<file path="src/rtl/seg_scan_decoder_pkg.sv">
// Shared constants, state encoding and small helpers for the multiplexed
// seven-segment scan decoder.
package seg_scan_decoder_pkg;

  localparam logic [6:0] SEG_PAT_0 = 7'h40;
  localparam logic [6:0] SEG_PAT_1 = 7'h79;
  localparam logic [6:0] SEG_PAT_2 = 7'h24;
  localparam logic [6:0] SEG_PAT_3 = 7'h30;
  localparam logic [6:0] SEG_PAT_4 = 7'h19;
  localparam logic [6:0] SEG_PAT_5 = 7'h12;
  localparam logic [6:0] SEG_PAT_6 = 7'h02;
  localparam logic [6:0] SEG_PAT_7 = 7'h78;
  localparam logic [6:0] SEG_PAT_8 = 7'h00;
  localparam logic [6:0] SEG_PAT_9 = 7'h10;

  localparam logic [3:0] BLANK_CODE = 4'hF;
  localparam logic [3:0] AN_NONE    = 4'hF;
  localparam logic [6:0] SEG_DARK   = 7'h7F;

  localparam int DEFAULT_SETTLE_CYCLES = 4;

  typedef enum logic [1:0] {
    ST_IDLE   = 2'd0,
    ST_SETTLE = 2'd1,
    ST_HELD   = 2'd2
  } scan_state_t;

  // An anode word selects a digit only when exactly one line is driven low.
  function automatic logic an_is_valid(input logic [3:0] an);
    logic [3:0] low;
    low = ~an;
    return (low != 4'd0) && ((low & (low - 4'd1)) == 4'd0);
  endfunction

  function automatic logic [1:0] an_slot(input logic [3:0] an);
    logic [1:0] slot;
    case (an)
      4'b1110: slot = 2'd0;
      4'b1101: slot = 2'd1;
      4'b1011: slot = 2'd2;
      4'b0111: slot = 2'd3;
      default: slot = 2'd0;
    endcase
    return slot;
  endfunction

endpackage

</file>
<file path="src/rtl/seg_scan_decoder_if.sv">
// Scan-side inputs and decoded-digit outputs of the scan decoder, bundled so
// the display source (master) and the decoder (slave) share one port.
interface seg_scan_decoder_if;

  logic [3:0] an;
  logic [6:0] Seg;
  logic [3:0] Minutes;
  logic [3:0] Tens_Seconds;
  logic [3:0] Ones_Seconds;
  logic [3:0] Tenths_Seconds;
  logic       frame_valid;
  logic       seg_error;

  modport master (
    output an, Seg,
    input  Minutes, Tens_Seconds, Ones_Seconds, Tenths_Seconds,
    input  frame_valid, seg_error
  );

  modport slave (
    input  an, Seg,
    output Minutes, Tens_Seconds, Ones_Seconds, Tenths_Seconds,
    output frame_valid, seg_error
  );

endinterface

</file>
<file path="src/rtl/seg7_to_bcd.sv">
// Combinational decode of an active-low {g..a} segment pattern into a BCD
// digit; anything that is not one of the ten digit glyphs flags invalid.
module seg7_to_bcd
  import seg_scan_decoder_pkg::*;
(
  input  logic [6:0] seg,
  output logic [3:0] digit,
  output logic       invalid
);

  always_comb begin
    digit   = BLANK_CODE;
    invalid = 1'b0;
    case (seg)
      SEG_PAT_0: digit = 4'd0;
      SEG_PAT_1: digit = 4'd1;
      SEG_PAT_2: digit = 4'd2;
      SEG_PAT_3: digit = 4'd3;
      SEG_PAT_4: digit = 4'd4;
      SEG_PAT_5: digit = 4'd5;
      SEG_PAT_6: digit = 4'd6;
      SEG_PAT_7: digit = 4'd7;
      SEG_PAT_8: digit = 4'd8;
      SEG_PAT_9: digit = 4'd9;
      default: begin
        digit   = BLANK_CODE;
        invalid = 1'b1;
      end
    endcase
  end

endmodule

</file>
<file path="src/rtl/seg_scan_decoder.sv">
// Recovers the four BCD digits from a multiplexed seven-segment scan.
// Optional macro SEG_SCAN_STABLE_EN: commit a frame only when it repeats the previous one.
module seg_scan_decoder
  import seg_scan_decoder_pkg::*;
#(
  parameter int SETTLE_CYCLES = DEFAULT_SETTLE_CYCLES
) (
  input logic clk,
  input logic reset,
  seg_scan_decoder_if.slave bus
);

  localparam logic [7:0] SETTLE_LIMIT = 8'(SETTLE_CYCLES);

  logic [3:0]       an_q;
  logic [3:0]       an_d;
  logic [6:0]       seg_q;
  logic [6:0]       seg_d;
  scan_state_t      state;
  logic [7:0]       count;
  logic [3:0]       seen;
  logic [3:0][3:0]  shadow;
  logic [3:0][3:0]  digits_q;
  logic             frame_valid_q;
  logic             seg_error_q;

`ifdef SEG_SCAN_STABLE_EN
  logic [3:0][3:0]  prev_frame;
  logic             prev_valid;
`endif

  logic             an_ok;
  logic             changed;
  logic             fresh;
  logic             capture;
  logic             frame_done;
  logic [7:0]       count_next;
  logic [1:0]       slot;
  logic [3:0]       dec_digit;
  logic             dec_invalid;
  logic [3:0]       seen_next;
  logic [3:0][3:0]  shadow_next;

  seg7_to_bcd u_decode (
    .seg     (seg_q),
    .digit   (dec_digit),
    .invalid (dec_invalid)
  );

  // A dwell starts fresh on leaving IDLE or on any change of anode/segments;
  // capture fires once, on the cycle the stable count reaches the limit.
  always_comb begin
    an_ok       = an_is_valid(an_q);
    changed     = (an_q != an_d) || (seg_q != seg_d);
    fresh       = (state == ST_IDLE) || changed;
    count_next  = fresh ? 8'd1 : count + 8'd1;
    capture     = an_ok && ((state != ST_HELD) || changed) && (count_next == SETTLE_LIMIT);
    slot        = an_slot(an_q);
    shadow_next = shadow;
    seen_next   = seen;
    if (capture) begin
      shadow_next[slot] = dec_digit;
      seen_next[slot]   = 1'b1;
    end
    frame_done  = capture && (seen_next == 4'hF);
  end

  always_ff @(posedge clk) begin
    if (reset) begin
      an_q          <= AN_NONE;
      an_d          <= AN_NONE;
      seg_q         <= SEG_DARK;
      seg_d         <= SEG_DARK;
      state         <= ST_IDLE;
      count         <= 8'd0;
      seen          <= 4'd0;
      shadow        <= '0;
      digits_q      <= '0;
      frame_valid_q <= 1'b0;
      seg_error_q   <= 1'b0;
`ifdef SEG_SCAN_STABLE_EN
      prev_frame    <= '0;
      prev_valid    <= 1'b0;
`endif
    end else begin
      an_q          <= bus.an;
      seg_q         <= bus.Seg;
      an_d          <= an_q;
      seg_d         <= seg_q;
      frame_valid_q <= 1'b0;
      seg_error_q   <= capture && dec_invalid;
      shadow        <= shadow_next;

      if (!an_ok) begin
        state <= ST_IDLE;
        count <= 8'd0;
      end else if (capture) begin
        state <= ST_HELD;
        count <= count_next;
      end else if ((state != ST_HELD) || changed) begin
        state <= ST_SETTLE;
        count <= count_next;
      end

      // The fourth distinct slot completes the frame; partial data never
      // reaches the outputs.
      if (frame_done) begin
        seen <= 4'd0;
`ifdef SEG_SCAN_STABLE_EN
        if (prev_valid && (prev_frame == shadow_next)) begin
          digits_q      <= shadow_next;
          frame_valid_q <= 1'b1;
        end
        prev_frame <= shadow_next;
        prev_valid <= 1'b1;
`else
        digits_q      <= shadow_next;
        frame_valid_q <= 1'b1;
`endif
      end else begin
        seen <= seen_next;
      end
    end
  end

  assign bus.Minutes        = digits_q[3];
  assign bus.Tens_Seconds   = digits_q[2];
  assign bus.Ones_Seconds   = digits_q[1];
  assign bus.Tenths_Seconds = digits_q[0];
  assign bus.frame_valid    = frame_valid_q;
  assign bus.seg_error      = seg_error_q;

endmodule

</file>
<file path="src/flat_wrapper.sv">
// flat-port wrapper written by rule: the top's interface ports become plain ports
module seg_scan_decoder_flat import seg_scan_decoder_pkg::*;
#(
  parameter int SETTLE_CYCLES = DEFAULT_SETTLE_CYCLES
)
  (clk, reset, bus_an, bus_Seg, bus_Minutes, bus_Tens_Seconds, bus_Ones_Seconds, bus_Tenths_Seconds, bus_frame_valid, bus_seg_error);
  seg_scan_decoder_if bus_i ();
  input logic clk;
  input logic reset;
  input wire logic [$bits(bus_i.an)-1:0] bus_an;
  input wire logic [$bits(bus_i.Seg)-1:0] bus_Seg;
  output wire logic [$bits(bus_i.Minutes)-1:0] bus_Minutes;
  output wire logic [$bits(bus_i.Tens_Seconds)-1:0] bus_Tens_Seconds;
  output wire logic [$bits(bus_i.Ones_Seconds)-1:0] bus_Ones_Seconds;
  output wire logic [$bits(bus_i.Tenths_Seconds)-1:0] bus_Tenths_Seconds;
  output wire logic [$bits(bus_i.frame_valid)-1:0] bus_frame_valid;
  output wire logic [$bits(bus_i.seg_error)-1:0] bus_seg_error;
  assign bus_i.an = bus_an;
  assign bus_i.Seg = bus_Seg;
  assign bus_Minutes = bus_i.Minutes;
  assign bus_Tens_Seconds = bus_i.Tens_Seconds;
  assign bus_Ones_Seconds = bus_i.Ones_Seconds;
  assign bus_Tenths_Seconds = bus_i.Tenths_Seconds;
  assign bus_frame_valid = bus_i.frame_valid;
  assign bus_seg_error = bus_i.seg_error;
  seg_scan_decoder #(.SETTLE_CYCLES(SETTLE_CYCLES)) u_core (.clk(clk), .reset(reset), .bus(bus_i));
endmodule
</file>
<file path="config.mk">
export PLATFORM = sky130hd
export DESIGN_NAME = seg_scan_decoder_flat
export DESIGN_NICKNAME = d
export VERILOG_FILES = /design/src/rtl/seg_scan_decoder_pkg.sv /design/src/rtl/seg_scan_decoder_if.sv /design/src/rtl/seg7_to_bcd.sv /design/src/rtl/seg_scan_decoder.sv /design/src/flat_wrapper.sv
export SDC_FILE = /design/constraint.sdc
export NUM_CORES = 1
export LEC_CHECK = 0
export ABC_AREA = 1
export ABC_CLOCK_PERIOD_IN_PS = 3800
export CORE_MARGIN = 2
export CORE_UTILIZATION = 40
export DETAILED_ROUTE_END_ITERATION = 8
export RECOVER_POWER = 25
export SLEW_MARGIN = 20
export SYNTH_ARGS = -nofsm -noshare
export SYNTH_HDL_FRONTEND = slang
export SYNTH_SLANG_ARGS = --single-unit
</file>
<file path="constraint.sdc">
create_clock -name clk -period 3.8 [get_ports clk]
set_input_delay 0.38 -clock clk [delete_from_list [all_inputs] [get_ports clk]]
set_output_delay 0.38 -clock clk [all_outputs]
set_load 0.02 [all_outputs]
</file>
==> results.md <==
* # DRC at 0
* Initial Util at 40.6%
* Register area share after synthesis at 42.6%
* Crit start category: flip-flop
* Clock Latency Late Sink at 340 ps
* Layout Area Growth over Synthesis at 16.9%
* Filler cell count in the final layout at 870
* Critical Path, Cell by Cell: ha_1, nand3_1, nor2_1, nand2_1, xor2_1, nand3_2, nand2_1, nor2_2, nand2_1, a21oi_4, nand4_4, nand2_1, nor2_1
* Synthesized flop and latch total at 70
* Status: finished with violations
* Top_reg_cell synth: dfxtp_1
* Hold Crit Class: flip-flop to flip-flop
* First-pass GRT wire length at 11700 um
* Max Root-Sink Buffers at 2
* Tightest Pin Transition at 1650 ps
* # resized after CTS at 0
* DR top layer: met4
* Met1 WL at 3360 um
* Die height at 94.7 um
* Vias per Instance at 4.83
* PwrDens at 386 nW/um^2
* # Max-Cap Violations at 1
* Crit-path slowest cell: dfxtp_1
* Max-slew headroom at -10.2%
* Clock power frac at 41.9%
* Final Setup Violations at 0
* Sw Pwr at 0.388 mW
* Setup TNS at 0 ps
* Synth area leaders: dfxtp_1 (43%), nand2_1 (16%), inv_1 (4.6%)
* Root Driver: clkbuf_8
* Rows at 33
* Final min period at 2900 ps
* CP peak stage delay at 450 ps
* Average footprint of a synthesized cell at 7.54 sq um
* H-tree depth at 3
* Largest fanout on the critical path at 18
* Vias after detailed routing at 2775
* Mapped Area at 3290 sq um
* Combinational Power Share at 6.8%
* Average wire per standard cell at 11.8 um
* Routability cong. at 0.863
* Data arrival time of the critical path at 3130 ps
* PortBufs at 30
* RSZ-0062 raised after global routing: false
* FFs w/ async S/R, synth at 0%
* Clock Pin Slew Worst Setup and Hold Paths at 80 ps
* Antenna Cells at 0
* Clock sinks at 70
* Ports at 31
* Largest net degree at the start of global routing at 35
* FMAX at 0.345 GHz
* Final ANT Viol Nets at 0
* Worst clock skew at 5.43 ps
* Core Box Area at 8090 sq um
* Required time of the critical path at 4030 ps
* Gate Count Post-Synth at 436
* CTS hold repair buffers at 0
* Tcrit/Tclk final at 76.3%
* Grt total ovfl at 0
* Initial antenna violation count at 0
* Post-Place Cells at 559
* Finished Layout Cells at 575
* Fin. max-slew vios at 35
* CTS tree: done
* Share of layout cells above drive strength 1 at 14.3%
* Yosys top cell by area: dfxtp_1
* Final Hold Fails at 0
* Tot Pwr at 1.49 mW
* Commonest cells after routing, fill and taps aside: nand2_1 (136), dfxtp_1 (70), inv_1 (41)
* Final WL at 6790 um
* Layout Nets at 479
* WS Path Type: flip-flop to flip-flop
* Lkg Pwr at 1.85 nW
* # Post-CTS Setup Buffers at 0
* Share of the synthesized area in the top cell type at 42.6%
* Die X at 94.7 um
* Die area at 8960 sq um
* Post-synth EDFFs at 0
* Setup crit end kind: flip-flop
* HPWL Detailed at 5080 um
* TritonRoute pass-1 iters at 5
* Synth unique cells at 33
* Met2 WL at 3150 um
* Mapped Nets at 450
* Worst Hold Slack at 468 ps
* CTS buffer count at 9
* Vias in the first global route at 2603
* Initial DRC Count at 89
* Total track usage at 16.8%
* Yosys warning total at 0
* Pint at 1.10 mW
* Sw Ratio at 26.1%
* Most common cell after layout, fill and taps aside: nand2_1
* DR WL met3 at 185 um
* Sequential Power Share at 51.3%
* Worst R2R Setup Slack at 900 ps
* Cell mode on critical path: nand2_1
* Peak VDD IR at 254 uV
* Violated checks: capacitance limit, slew limit
## synthesized netlist by cell type, types with 2 or more instances
cell type,n
xor2_1,6
nand4_4,2
a21oi_1,28
buf_4,2
nand4_1,21
nand3_2,12
nor2_1,22
buf_2,3
nand2_2,5
clkbuf_1,5
nand2_4,3
nor2_4,2
or2_2,12
nor2_2,4
dfxtp_1,70
inv_2,7
buf_6,3
nor2_8,2
nor3_1,9
inv_1,40
o21ai_0,7
nand3_1,21
nand2_1,136
xnor2_1,5
## through the flow
stage / worst slack, ps / cell area [sq um] / utilization [%]
floorplan: 1550 / 3290 / -
global placement: 1030 / 3650 / 45.1
detailed placement: 940 / 3650 / 45.1
CTS: 925 / 3850 / 47.6
global route: 609 / 3840 / 47.5
finish: 899 / 3840 / 47.5
## logic make-up after synthesis
group / Yosys count / synth area share [%]
and+or+nand+nor: 253 / 39.3
DFF: 70 / 42.6
buffers and inverters: 61 / 7.99
AOI/OAI and AO/OA: 40 / 6.81
xor gates and xnor gates: 11 / 2.93
adders and majority gates: 1 / 0.380
## final timing paths
| kind | end | startpoint | depth (start not counted) |
|---|---|---|---|
| worst max-delay path | u_core.seen[3] | u_core.count[0] | 13 |
| worst min-delay path | u_core.bus.Tenths_Seconds[3] | u_core.bus.Tenths_Seconds[3] | 2 |
| worst max register to register | u_core.seen[3] | u_core.count[0] | 13 |
| worst min register to register | u_core.bus.Tenths_Seconds[3] | u_core.bus.Tenths_Seconds[3] | 2 |
## sequential cells by signal, summed over array words and instances, names as in the netlist
name	flops
u_core.an_d	4
u_core.an_q	4
u_core.bus.Minutes	4
u_core.bus.Ones_Seconds	4
u_core.bus.Tens_Seconds	4
u_core.bus.Tenths_Seconds	4
u_core.bus.frame_valid	1
u_core.bus.seg_error	1
u_core.count	8
u_core.seen	4
u_core.seg_d	7
u_core.seg_q	7
u_core.shadow	16
u_core.state	2
## critical path, delay by kind of cell (launching register included)
kind | cells | cell delay, ps
compound gates | 1 | 430
xor+xnor | 1 | 150
fa+ha+maj | 1 | 230
simple gates | 10 | 1530
flops | 1 | 450
## power by group through the flow
stage               clock [mW]  combinational, mW  sequential [mW]
global placement             0              0.102            0.779
finish                   0.623              0.101            0.762
floorplan                    0             0.0805            0.773
detailed placement           0              0.103            0.780
global route             0.671              0.114            0.765
CTS                      0.636              0.103            0.762
## routing by layer
metal / vias up / GRT usage [%]
met5: - / 0
met4: 0 / 6.64
met3: 9 / 3.91
met2: 35 / 26.7
met1: 1270 / 22.0
li1: 1461 / -
## area by class of cell
cell class / count / area (sq um) / area share, %
clock buffer: 9 / 124 / 3.22
clock inverter: 7 / 80.1 / 2.08
inverter: 47 / 176 / 4.59
multi-input combinational: 305 / 1620 / 42.2
sequential: 70 / 1400 / 36.4
tap: 105 / 131 / 3.42
timing repair buffer: 32 / 308 / 8.01
Power figures use the tool's default switching activity.
